### config.mk
export PLATFORM = sky130hd
export DESIGN_NAME = fetch_stage_flat
export DESIGN_NICKNAME = d
export VERILOG_FILES = /design/src/rtl/fetch_stage_if.sv /design/src/rtl/fetch_stage.sv /design/src/flat_wrapper.sv
export SDC_FILE = /design/constraint.sdc
export NUM_CORES = 1
export LEC_CHECK = 0
export ABC_AREA = 1
export BUFFER_PORTS_ARGS = -buffer_cell sky130_fd_sc_hd__buf_2
export CORE_UTILIZATION = 50
export DETAILED_ROUTE_END_ITERATION = 6
export GPL_TIMING_DRIVEN = 0
export PLACE_DENSITY = 0.78
export SYNTH_ARGS = -nofsm -noshare
export SYNTH_HDL_FRONTEND = slang
export SYNTH_SLANG_ARGS = --single-unit
### constraint.sdc
create_clock -name clk -period 5.3 [get_ports clk]
set_input_delay 1.06 -clock clk [delete_from_list [all_inputs] [get_ports clk]]
set_output_delay 1.06 -clock clk [all_outputs]
set_load 0.02 [all_outputs]
### src/rtl/fetch_stage_if.sv
// Fetch-stage bundle: hazard controls, instruction-memory port and IF/ID outputs.
// master = fetch stage, slave = hazard unit / imem / decode side.
interface fetch_stage_if;
    localparam int unsigned XLEN = 32;

    logic            StallF;
    logic            StallD;
    logic            FlushD;
    logic            PCSrcE;
    logic [XLEN-1:0] PCTargetE;
    logic [XLEN-1:0] ImemAddr;
    logic            ImemRdEn;
    logic [XLEN-1:0] ImemRdata;
    logic [XLEN-1:0] InstrD;
    logic [XLEN-1:0] PCD;
    logic [XLEN-1:0] PCPlus4D;
    logic            ValidD;
    logic            MisalignErr;

    modport master (
        input  StallF, StallD, FlushD, PCSrcE, PCTargetE, ImemRdata,
        output ImemAddr, ImemRdEn, InstrD, PCD, PCPlus4D, ValidD, MisalignErr
    );

    modport slave (
        output StallF, StallD, FlushD, PCSrcE, PCTargetE, ImemRdata,
        input  ImemAddr, ImemRdEn, InstrD, PCD, PCPlus4D, ValidD, MisalignErr
    );
endinterface

### src/rtl/fetch_stage.sv
// RV32I fetch stage + IF/ID register with a hold register for decode stalls.
// Optional FETCH_ALIGN_CHECK_EN: force-align redirect targets and flag misaligned ones.
module fetch_stage #(
    parameter logic [31:0] RESET_VECTOR = 32'h0000_0000,
    parameter logic [31:0] NOP_INSTR    = 32'h0000_0013
) (
    input  logic          clk,
    input  logic          rst,
    fetch_stage_if.master bus
);
    localparam int unsigned XLEN = 32;

    typedef enum logic [1:0] {
        EMPTY = 2'd0,
        LIVE  = 2'd1,
        HELD  = 2'd2
    } dec_state_e;

    dec_state_e      state;
    dec_state_e      state_nxt;
    logic [XLEN-1:0] pcf;
    logic [XLEN-1:0] pcf_nxt;
    logic [XLEN-1:0] pcd;
    logic [XLEN-1:0] pcplus4d;
    logic [XLEN-1:0] hold;
    logic [XLEN-1:0] target;
    logic [XLEN-1:0] instr_sel;
    logic            valid;
    logic            valid_nxt;
    logic            id_load;
    logic            hold_load;
    logic            misalign;

`ifdef FETCH_ALIGN_CHECK_EN
    assign target = {bus.PCTargetE[XLEN-1:2], 2'b00};

    // Sticky until reset: any redirect to a non-word-aligned target.
    always_ff @(posedge clk or posedge rst) begin
        if (rst) begin
            misalign <= 1'b0;
        end else if (bus.PCSrcE && (bus.PCTargetE[1:0] != 2'b00)) begin
            misalign <= 1'b1;
        end
    end
`else
    assign target   = bus.PCTargetE;
    assign misalign = 1'b0;
`endif

    // Redirect wins over StallF.
    always_comb begin
        pcf_nxt = pcf;
        if (bus.PCSrcE) begin
            pcf_nxt = target;
        end else if (!bus.StallF) begin
            pcf_nxt = pcf + XLEN'(4);
        end
    end

    // Decode FSM: flush > stall > bubble > advance.
    always_comb begin
        state_nxt = state;
        valid_nxt = valid;
        id_load   = 1'b0;
        hold_load = 1'b0;
        if (bus.FlushD) begin
            state_nxt = EMPTY;
            valid_nxt = 1'b0;
        end else if (bus.StallD) begin
            if (state == LIVE) begin
                state_nxt = HELD;
                hold_load = 1'b1;
            end
        end else if (bus.StallF) begin
            state_nxt = EMPTY;
            valid_nxt = 1'b0;
        end else begin
            state_nxt = LIVE;
            valid_nxt = 1'b1;
            id_load   = 1'b1;
        end
    end

    always_ff @(posedge clk or posedge rst) begin
        if (rst) begin
            state <= EMPTY;
        end else begin
            state <= state_nxt;
        end
    end

    always_ff @(posedge clk or posedge rst) begin
        if (rst) begin
            pcf      <= RESET_VECTOR;
            pcd      <= '0;
            pcplus4d <= '0;
            valid    <= 1'b0;
            hold     <= NOP_INSTR;
        end else begin
            pcf   <= pcf_nxt;
            valid <= valid_nxt;
            if (id_load) begin
                pcd      <= pcf;
                pcplus4d <= pcf + XLEN'(4);
            end
            if (hold_load) begin
                hold <= bus.ImemRdata;
            end
        end
    end

    // Memory data is only trusted in LIVE; a stall parks it in hold.
    always_comb begin
        instr_sel = NOP_INSTR;
        if (valid) begin
            case (state)
                LIVE:    instr_sel = bus.ImemRdata;
                HELD:    instr_sel = hold;
                default: instr_sel = NOP_INSTR;
            endcase
        end
    end

    assign bus.ImemAddr    = pcf;
    assign bus.ImemRdEn    = !bus.StallF || bus.PCSrcE;
    assign bus.InstrD      = instr_sel;
    assign bus.PCD         = pcd;
    assign bus.PCPlus4D    = pcplus4d;
    assign bus.ValidD      = valid;
    assign bus.MisalignErr = misalign;
endmodule

### src/flat_wrapper.sv
// flat-port wrapper written by rule: the top's interface ports become plain ports
module fetch_stage_flat 
#(
    parameter logic [31:0] RESET_VECTOR = 32'h0000_0000,
    parameter logic [31:0] NOP_INSTR    = 32'h0000_0013
)
  (clk, rst, bus_StallF, bus_StallD, bus_FlushD, bus_PCSrcE, bus_PCTargetE, bus_ImemRdata, bus_ImemAddr, bus_ImemRdEn, bus_InstrD, bus_PCD, bus_PCPlus4D, bus_ValidD, bus_MisalignErr);
  fetch_stage_if bus_i ();
  input  logic clk;
  input  logic rst;
  input wire logic [$bits(bus_i.StallF)-1:0] bus_StallF;
  input wire logic [$bits(bus_i.StallD)-1:0] bus_StallD;
  input wire logic [$bits(bus_i.FlushD)-1:0] bus_FlushD;
  input wire logic [$bits(bus_i.PCSrcE)-1:0] bus_PCSrcE;
  input wire logic [$bits(bus_i.PCTargetE)-1:0] bus_PCTargetE;
  input wire logic [$bits(bus_i.ImemRdata)-1:0] bus_ImemRdata;
  output wire logic [$bits(bus_i.ImemAddr)-1:0] bus_ImemAddr;
  output wire logic [$bits(bus_i.ImemRdEn)-1:0] bus_ImemRdEn;
  output wire logic [$bits(bus_i.InstrD)-1:0] bus_InstrD;
  output wire logic [$bits(bus_i.PCD)-1:0] bus_PCD;
  output wire logic [$bits(bus_i.PCPlus4D)-1:0] bus_PCPlus4D;
  output wire logic [$bits(bus_i.ValidD)-1:0] bus_ValidD;
  output wire logic [$bits(bus_i.MisalignErr)-1:0] bus_MisalignErr;
  assign bus_i.StallF = bus_StallF;
  assign bus_i.StallD = bus_StallD;
  assign bus_i.FlushD = bus_FlushD;
  assign bus_i.PCSrcE = bus_PCSrcE;
  assign bus_i.PCTargetE = bus_PCTargetE;
  assign bus_i.ImemRdata = bus_ImemRdata;
  assign bus_ImemAddr = bus_i.ImemAddr;
  assign bus_ImemRdEn = bus_i.ImemRdEn;
  assign bus_InstrD = bus_i.InstrD;
  assign bus_PCD = bus_i.PCD;
  assign bus_PCPlus4D = bus_i.PCPlus4D;
  assign bus_ValidD = bus_i.ValidD;
  assign bus_MisalignErr = bus_i.MisalignErr;
  fetch_stage #(.RESET_VECTOR(RESET_VECTOR), .NOP_INSTR(NOP_INSTR)) u_core (.clk(clk), .rst(rst), .bus(bus_i));
endmodule
==> results of run 1 <==
==> cell usage in the layout (no fill, tap or decap), drive strengths merged, types with 2 or more instances in the layout <==
| cell type | n |
|---|---|
| nand2 | 420 |
| buf | 223 |
| dfrtp | 126 |
| inv | 76 |
| o21ai | 72 |
| nor2 | 44 |
| clkbuf | 40 |
| a21oi | 33 |
| xor2 | 14 |
| nand3 | 13 |
| o211ai | 4 |
| o21bai | 4 |
| clkinv | 4 |
| ha | 3 |
| dfstp | 3 |
| and2 | 2 |
==> cell families after synthesis <==
family / share of synthesized area
compound gates: 0.0929
buf+inv: 0.0740
flops: 0.499
xor+xnor: 0.0249
simple gates: 0.303
other cells: 0.000579
fa+ha+maj: 0.00580
==> registers in the layout (all words and copies together), names as in the netlist <==
| signal | count |
|---|---|
| u_core.hold | 32 |
| u_core.state | 2 |
| u_core.bus.PCPlus4D | 32 |
| u_core.bus.PCD | 30 |
| u_core.bus.ImemAddr | 32 |
| u_core.bus.ValidD | 1 |
==> critical path: cells and delay by family <==
kind,cells,cell delay [ns]
buf+inv,5,0.99
simple gates,1,0.10
==> worst max-delay path by stage <==
stage | to | slack [ns]
3_3_place_gp | u_core.hold[26]$_DFFE_PP0P_ | -0.70
3_5_place_dp | bus_ImemRdEn | 2.07
2_1_floorplan | u_core.bus.ImemAddr[0]$_DFFE_PP0P_ | 0.80
6_report | bus_ImemRdEn | 2.08
5_1_grt | bus_ImemRdEn | 2.03
4_1_cts | bus_ImemRdEn | 2.08
==> per-stage QoR <==
step | setup slack, ns | total power, mW | hold slack (ns) | instances
finish | 2.08 | 2.97 | 0.466 | 1260
floorplan | 0.804 | 1.67 | 0.442 | 859
global route | 2.03 | 3.11 | 0.487 | 1260
CTS | 2.08 | 2.99 | 0.471 | 1260
detailed placement | 2.07 | 1.92 | 0.459 | 1230
global placement | -0.697 | 1.90 | 0.453 | 1229
==> per-layer routing <==
| metal | GRT usage | vias to the layer above |
|---|---|---|
| li1 | - | 3065 |
| met1 | 0.350 | 2872 |
| met2 | 0.452 | 221 |
| met3 | 0.0758 | 12 |
| met4 | 0.0923 | 0 |
| met5 | 0 | - |
==> where the power goes <==
part	total [mW]	switching, mW	leakage, nW	internal [mW]
Combinational	0.624	0.414	2.61	0.210
Sequential	1.28	0.117	1.62	1.16
Clock	1.07	0.398	0.266	0.673
Total	2.97	0.928	4.49	2.04
==> area by class of cell <==
| type | instances | share of cell area |
|---|---|---|
| Clock buffer | 24 | 0.0584 |
| Buffer | 40 | 0.0235 |
| Inverter | 76 | 0.0352 |
| Sequential cell | 129 | 0.392 |
| Timing Repair Buffer | 199 | 0.123 |
| Multi-Input combinational cell | 614 | 0.335 |
| Tap cell | 172 | 0.0261 |
| Clock inverter | 6 | 0.00697 |
==> results.json, run 1 <==
{
  "ff2ff_path_depth": 10,
  "cts_made_buffers": 17,
  "path_cells": "buf_2, nor2_2, inv_1, buf_2, buf_2, buf_2",
  "grt_pass1_vias": 5684,
  "syn-num-nets": 932,
  "synth_area_sq_um": 6480,
  "r2r-start": "u_core.bus.ImemAddr[2]$_DFFE_PP0N_",
  "min_path_cells": 2,
  "critPathCaptureType": "output pin",
  "routedWlPerCell_um": 14.1,
  "synth_ff_type": "dfrtp_1",
  "root_buffer": "clkbuf_16",
  "wl_met1_um": 7790,
  "route.detailed.drc": 0,
  "initial_core_util": 0.513,
  "layout.nets": 1150,
  "fp-row-count": 41,
  "drt_iter0_markers": 410,
  "synth_common_cells": "nand2_1, dfrtp_1, inv_1",
  "hp-start": "u_core.bus.PCD[2]$_DFFE_PP0P_",
  "drt-pass1-iter-count": 5,
  "max_stage_delay_ns": 0.28,
  "slew_headroom": 0.584,
  "worst_ep_required_time_ns": 4.24,
  "cp_data_arrival_time_ns": 2.16,
  "antenna_left": 0,
  "finClkSkew_ns": 0.00934,
  "top_layer": "met4",
  "track_usage": 0.274,
  "wirelength_um": 17800,
  "rsz0062_at_grt": "false",
  "postCtsSetupRepairBufs": 0,
  "die_x_um": 116,
  "yosys.area.top_type": "dfrtp_1",
  "cts.sinks": 129,
  "hold_viol_final": 0,
  "worst_pin_slew_ns": 0.624,
  "antenna_cells": 0,
  "outcome": "completed",
  "wl_met2_um": 8700,
  "synth_most_common_cell": "nand2_1",
  "reg2reg_slack_ns": 3.62,
  "vdd_ir_drop_max_uv": 232,
  "maxSlewViolCount": 0,
  "synth_seq_cells": 129,
  "post-route-min-period_ns": 3.22,
  "post_dp_cell_area_sq_um": 7710,
  "setup-tns-final_ns": 0,
  "finalCritPeriodShare": 0.607,
  "max_freq_mhz": 311,
  "area_delta_synth_final_pct": 27.5,
  "critPathMaxFanout": 10,
  "io_buffers": 198,
  "cts_tree": "yes",
  "grt_pass1_wl_um": 27800,
  "setup_viol": 0,
  "power.density_nw_per_um2": 360,
  "die-area_sq_um": 13400,
  "worstSetupStartpointType": "input pin",
  "synth_cell_types": 30,
  "synth_warnings": 0,
  "ys_seq_area_frac": 0.499,
  "die_y_um": 116,
  "maxCapViolCount": 0,
  "coreArea_sq_um": 12600,
  "multiInputGateArea_sq_um": 2770,
  "synthTopCellsByArea": "dfrtp_1, nand2_1, inv_1",
  "crit_type": "in -> out",
  "place.gp.congestion": 0.871,
  "route.met3.wl_um": 1180,
  "cts.path.max_buffers": 2,
  "cp_slowest_cell": "buf_2",
  "crit_path_frequent_cell": "buf_2",
  "vias": 6170,
  "avgSynthCellArea_sq_um": 7.54,
  "crit_path_start": "bus_PCSrcE",
  "htreeDepth": 4,
  "min_to": "u_core.bus.PCD[2]$_DFFE_PP0P_",
  "synth_edf_count": 0,
  "grt_antenna_before_repair": 0,
  "clock_latency_ns": 0.42,
  "yosysTopAreaCellShare": 0.487,
  "overflow": 0,
  "fill_cells": 1123,
  "hp-class": "reg -> reg",
  "fin_area_sq_um": 8250,
  "grt_start_max_net_pins": 86,
  "regArea_sq_um": 3230,
  "postCtsHoldBufs": 0,
  "p_leak_nw": 4.49,
  "viasPerCell": 4.90,
  "io_pins": 201,
  "final_util": 0.654,
  "final_layout_size_suffix_gt1_frac": 0.257,
  "synth-async-reset-ratio": 1.00,
  "dp_hpwl_um": 13100,
  "timing.rr.end": "u_core.bus.PCPlus4D[24]$_DFFE_PP0P_",
  "clk_pin_slew_ns": 0.06,
  "synthCells": 859,
  "cts-resized-gates": 0
}
Power figures use the tool's default switching activity.
==> inputs of run 2 (changes only) <==
ABC_AREA = 0   (was 1)
CORE_UTILIZATION = 46   (was 50)
PLACE_DENSITY = 0.76   (was 0.78)
clock period = 2.7 ns   (was 5.3 ns; I/O delays follow)
==> run 2 against run 1 <==
- worst hold slack got worse by 0.33 ns
- synthesized area decreased by 2.5%
- clock-buffer cell count increased by 2
- core utilization decreased by 4.2 points
- setup slack got worse by 2.0 ns
- largest cell class unchanged
- cell count decreased by 15%
- largest power group unchanged
==> results.json, run 2 <==
{
  "slew_headroom": 0.344,
  "die-area_sq_um": 14200,
  "synth_edf_count": 0,
  "regArea_sq_um": 3230,
  "layout.nets": 959,
  "vias": 5557,
  "area_delta_synth_final_pct": 28.9,
  "grt_start_max_net_pins": 43,
  "worst_pin_slew_ns": 0.976,
  "multiInputGateArea_sq_um": 2810,
  "dp_hpwl_um": 12300,
  "syn-num-nets": 740,
  "finClkSkew_ns": 0.00949,
  "grt.busiest_layer": "met2",
  "synthTopCellsByArea": "dfrtp_1, nand2_1, mux2_2",
  "maxSlewViolCount": 0,
  "die_x_um": 119,
  "critPathMaxFanout": 10,
  "critPathCaptureType": "output pin",
  "coreArea_sq_um": 13300,
  "die_y_um": 119,
  "worstSetupStartpointType": "flip-flop",
  "timing.final.ws_setup_ns": 0.0899,
  "cts.sinks": 129,
  "p_leak_nw": 3.86,
  "hold_viol_final": 0,
  "maxCapViolCount": 0,
  "synth_cell_types": 44,
  "post-route-min-period_ns": 2.61,
  "worst_ep_required_time_ns": 2.16,
  "ys_seq_area_frac": 0.512,
  "yosysTopAreaCellShare": 0.499,
  "finalCritPeriodShare": 0.967,
  "place.gp.congestion": 0.833,
  "clk_pin_slew_ns": 0.05,
  "vdd_ir_drop_max_uv": 404,
  "max_freq_mhz": 383,
  "synth_seq_cells": 129,
  "final_cells": 1076,
  "io_buffers": 197,
  "final_common_cell": "buf_2",
  "htreeDepth": 4,
  "cts.path.max_buffers": 2,
  "fill_cells": 1176,
  "hp-class": "in -> async",
  "rsz0062_at_grt": "false",
  "synthCells": 667,
  "yosys.area.top_type": "dfrtp_1",
  "timing.rr.end": "u_core.bus.ImemAddr[30]$_DFFE_PP0N_",
  "cp_data_arrival_time_ns": 2.07,
  "drt-pass1-iter-count": 4,
  "root_buffer": "clkbuf_16",
  "route.detailed.drc": 0,
  "synth_common_cells": "nand2_1, dfrtp_1, nor2_1",
  "outcome": "completed",
  "fp-row-count": 42,
  "crit_type": "reg -> out",
  "initial_core_util": 0.475,
  "r2r-start": "u_core.bus.ImemAddr[2]$_DFFE_PP0N_",
  "dp_slack_ns": 0.129,
  "setup_viol": 0,
  "layout_common_cells": "buf_2, nand2_1, dfrtp_1, clkbuf_1, nor2_1",
  "ff2ff_path_depth": 6,
  "grt_pass1_vias": 5302,
  "antenna_left": 0,
  "synth_warnings": 0,
  "final_layout_size_suffix_gt1_frac": 0.321,
  "synth_area_sq_um": 6310,
  "met2_usage": 0.391,
  "synth-async-reset-ratio": 1.00,
  "drt_iter0_markers": 265,
  "use_met3": 0.0661,
  "postCtsHoldBufs": 0,
  "power.density_nw_per_um2": 717,
  "viasPerCell": 5.16,
  "clock_latency_ns": 0.42,
  "grt_antenna_before_repair": 1,
  "track_usage": 0.248,
  "wirelength_um": 16900,
  "cts_made_buffers": 17,
  "synth_ff_type": "dfrtp_1",
  "grt_pass1_wl_um": 27300,
  "avgSynthCellArea_sq_um": 9.47,
  "reg2reg_slack_ns": 0.25,
  "synth_most_common_cell": "nand2_1",
  "gr-usage-met1": 0.336,
  "cts_tree": "yes",
  "overflow": 0,
  "placedCellCount": 1043,
  "routedWlPerCell_um": 15.7,
  "io_pins": 201
}
[run 2: cell count changes in the layout (fill, tap and decap cells not counted), sizes merged, moves of 30 or more]
cell and change:
nand2 -253, inv -71, mux2 +34, a21oi -31, a22oi +30, clkbuf +30, xnor2 +30
[run 2: logic make-up after synthesis]
logic type               synth area share
AO/OA/AOI/OAI                      0.0913
XOR/XNOR                           0.0763
adder cells (fa/ha/maj)           0.00594
buffers and inverters              0.0436
flip-flops                          0.512
multiplexers                       0.0638
other                            0.000594
AND/OR/NAND/NOR                     0.207
[run 2: report_power, final]
group	total (mW)	internal [mW]	switching, mW	leakage, nW
sequential	2.50	2.28	0.220	1.59
clock	2.13	1.33	0.796	0.268
combinational	1.20	0.465	0.736	2.00
total	5.83	4.08	1.75	3.86
[run 2: layer usage]
metal  vias up  wire, um
li1       2678         -
met1      2671      7670
met2       188      7910
met3        20      1110
met4         0       240
met5         -         0
[run 2: layout make-up]
class	instances	share of cell area
buffer	58	0.0317
timing repair buffer	200	0.129
clock buffer	26	0.0601
multi-input combinational	474	0.345
antenna	1	0.000307
sequential	129	0.397
tap	176	0.0271
inverter	6	0.00323
clock inverter	6	0.00707
[run 2: how the worst max path moves through the flow]
stage | from | to | slack (ns) | depth (start not counted)
after global routing | u_core.state[0]$_DFFE_PP0P_ | bus_InstrD[4] | 0.008 | 6
after global placement | rst | u_core.bus.ImemAddr[1]$_DFFE_PP0P_ | -0.29 | 2
after floorplan | u_core.bus.ImemAddr[4]$_DFFE_PP0N_ | u_core.bus.ImemAddr[29]$_DFFE_PP0N_ | 0.54 | 7
after CTS | u_core.state[1]$_DFFE_PP0P_ | bus_InstrD[24] | 0.04 | 7
final | u_core.state[0]$_DFFE_PP0P_ | bus_InstrD[4] | 0.09 | 6
after detailed placement | bus_StallF | u_core.bus.ImemAddr[30]$_DFFE_PP0N_ | 0.13 | 6
[run 2: repair_timing]
item	CTS	global route
buffers inserted	0	0
endpoints found under the setup margin	0	37
gates resized for setup	0	8
[run 2: critical path: stages (launching register included)]
cell and delay, ns:
dfrtp_1 0.38, inv_1 0.06, ha_1 0.27, nand2b_1 0.23
clkbuf_1 0.26, a221o_1 0.31, buf_2 0.16
[run 2: stage by stage]
| step | power (mW) | util | hold WS (ns) | area [sq um] | TNS [ns] |
|---|---|---|---|---|---|
| 2_1_floorplan | 3.28 | - | 0.465 | 6320 | 0 |
| 3_3_place_gp | 3.69 | 0.566 | 0.456 | 7520 | -36.04 |
| 3_5_place_dp | 3.74 | 0.570 | 0.458 | 7580 | 0 |
| 4_1_cts | 5.87 | 0.612 | 0.136 | 8130 | 0 |
| 5_1_grt | 6.11 | 0.612 | 0.161 | 8140 | 0 |
| 6_report | 5.83 | 0.612 | 0.140 | 8140 | 0 |
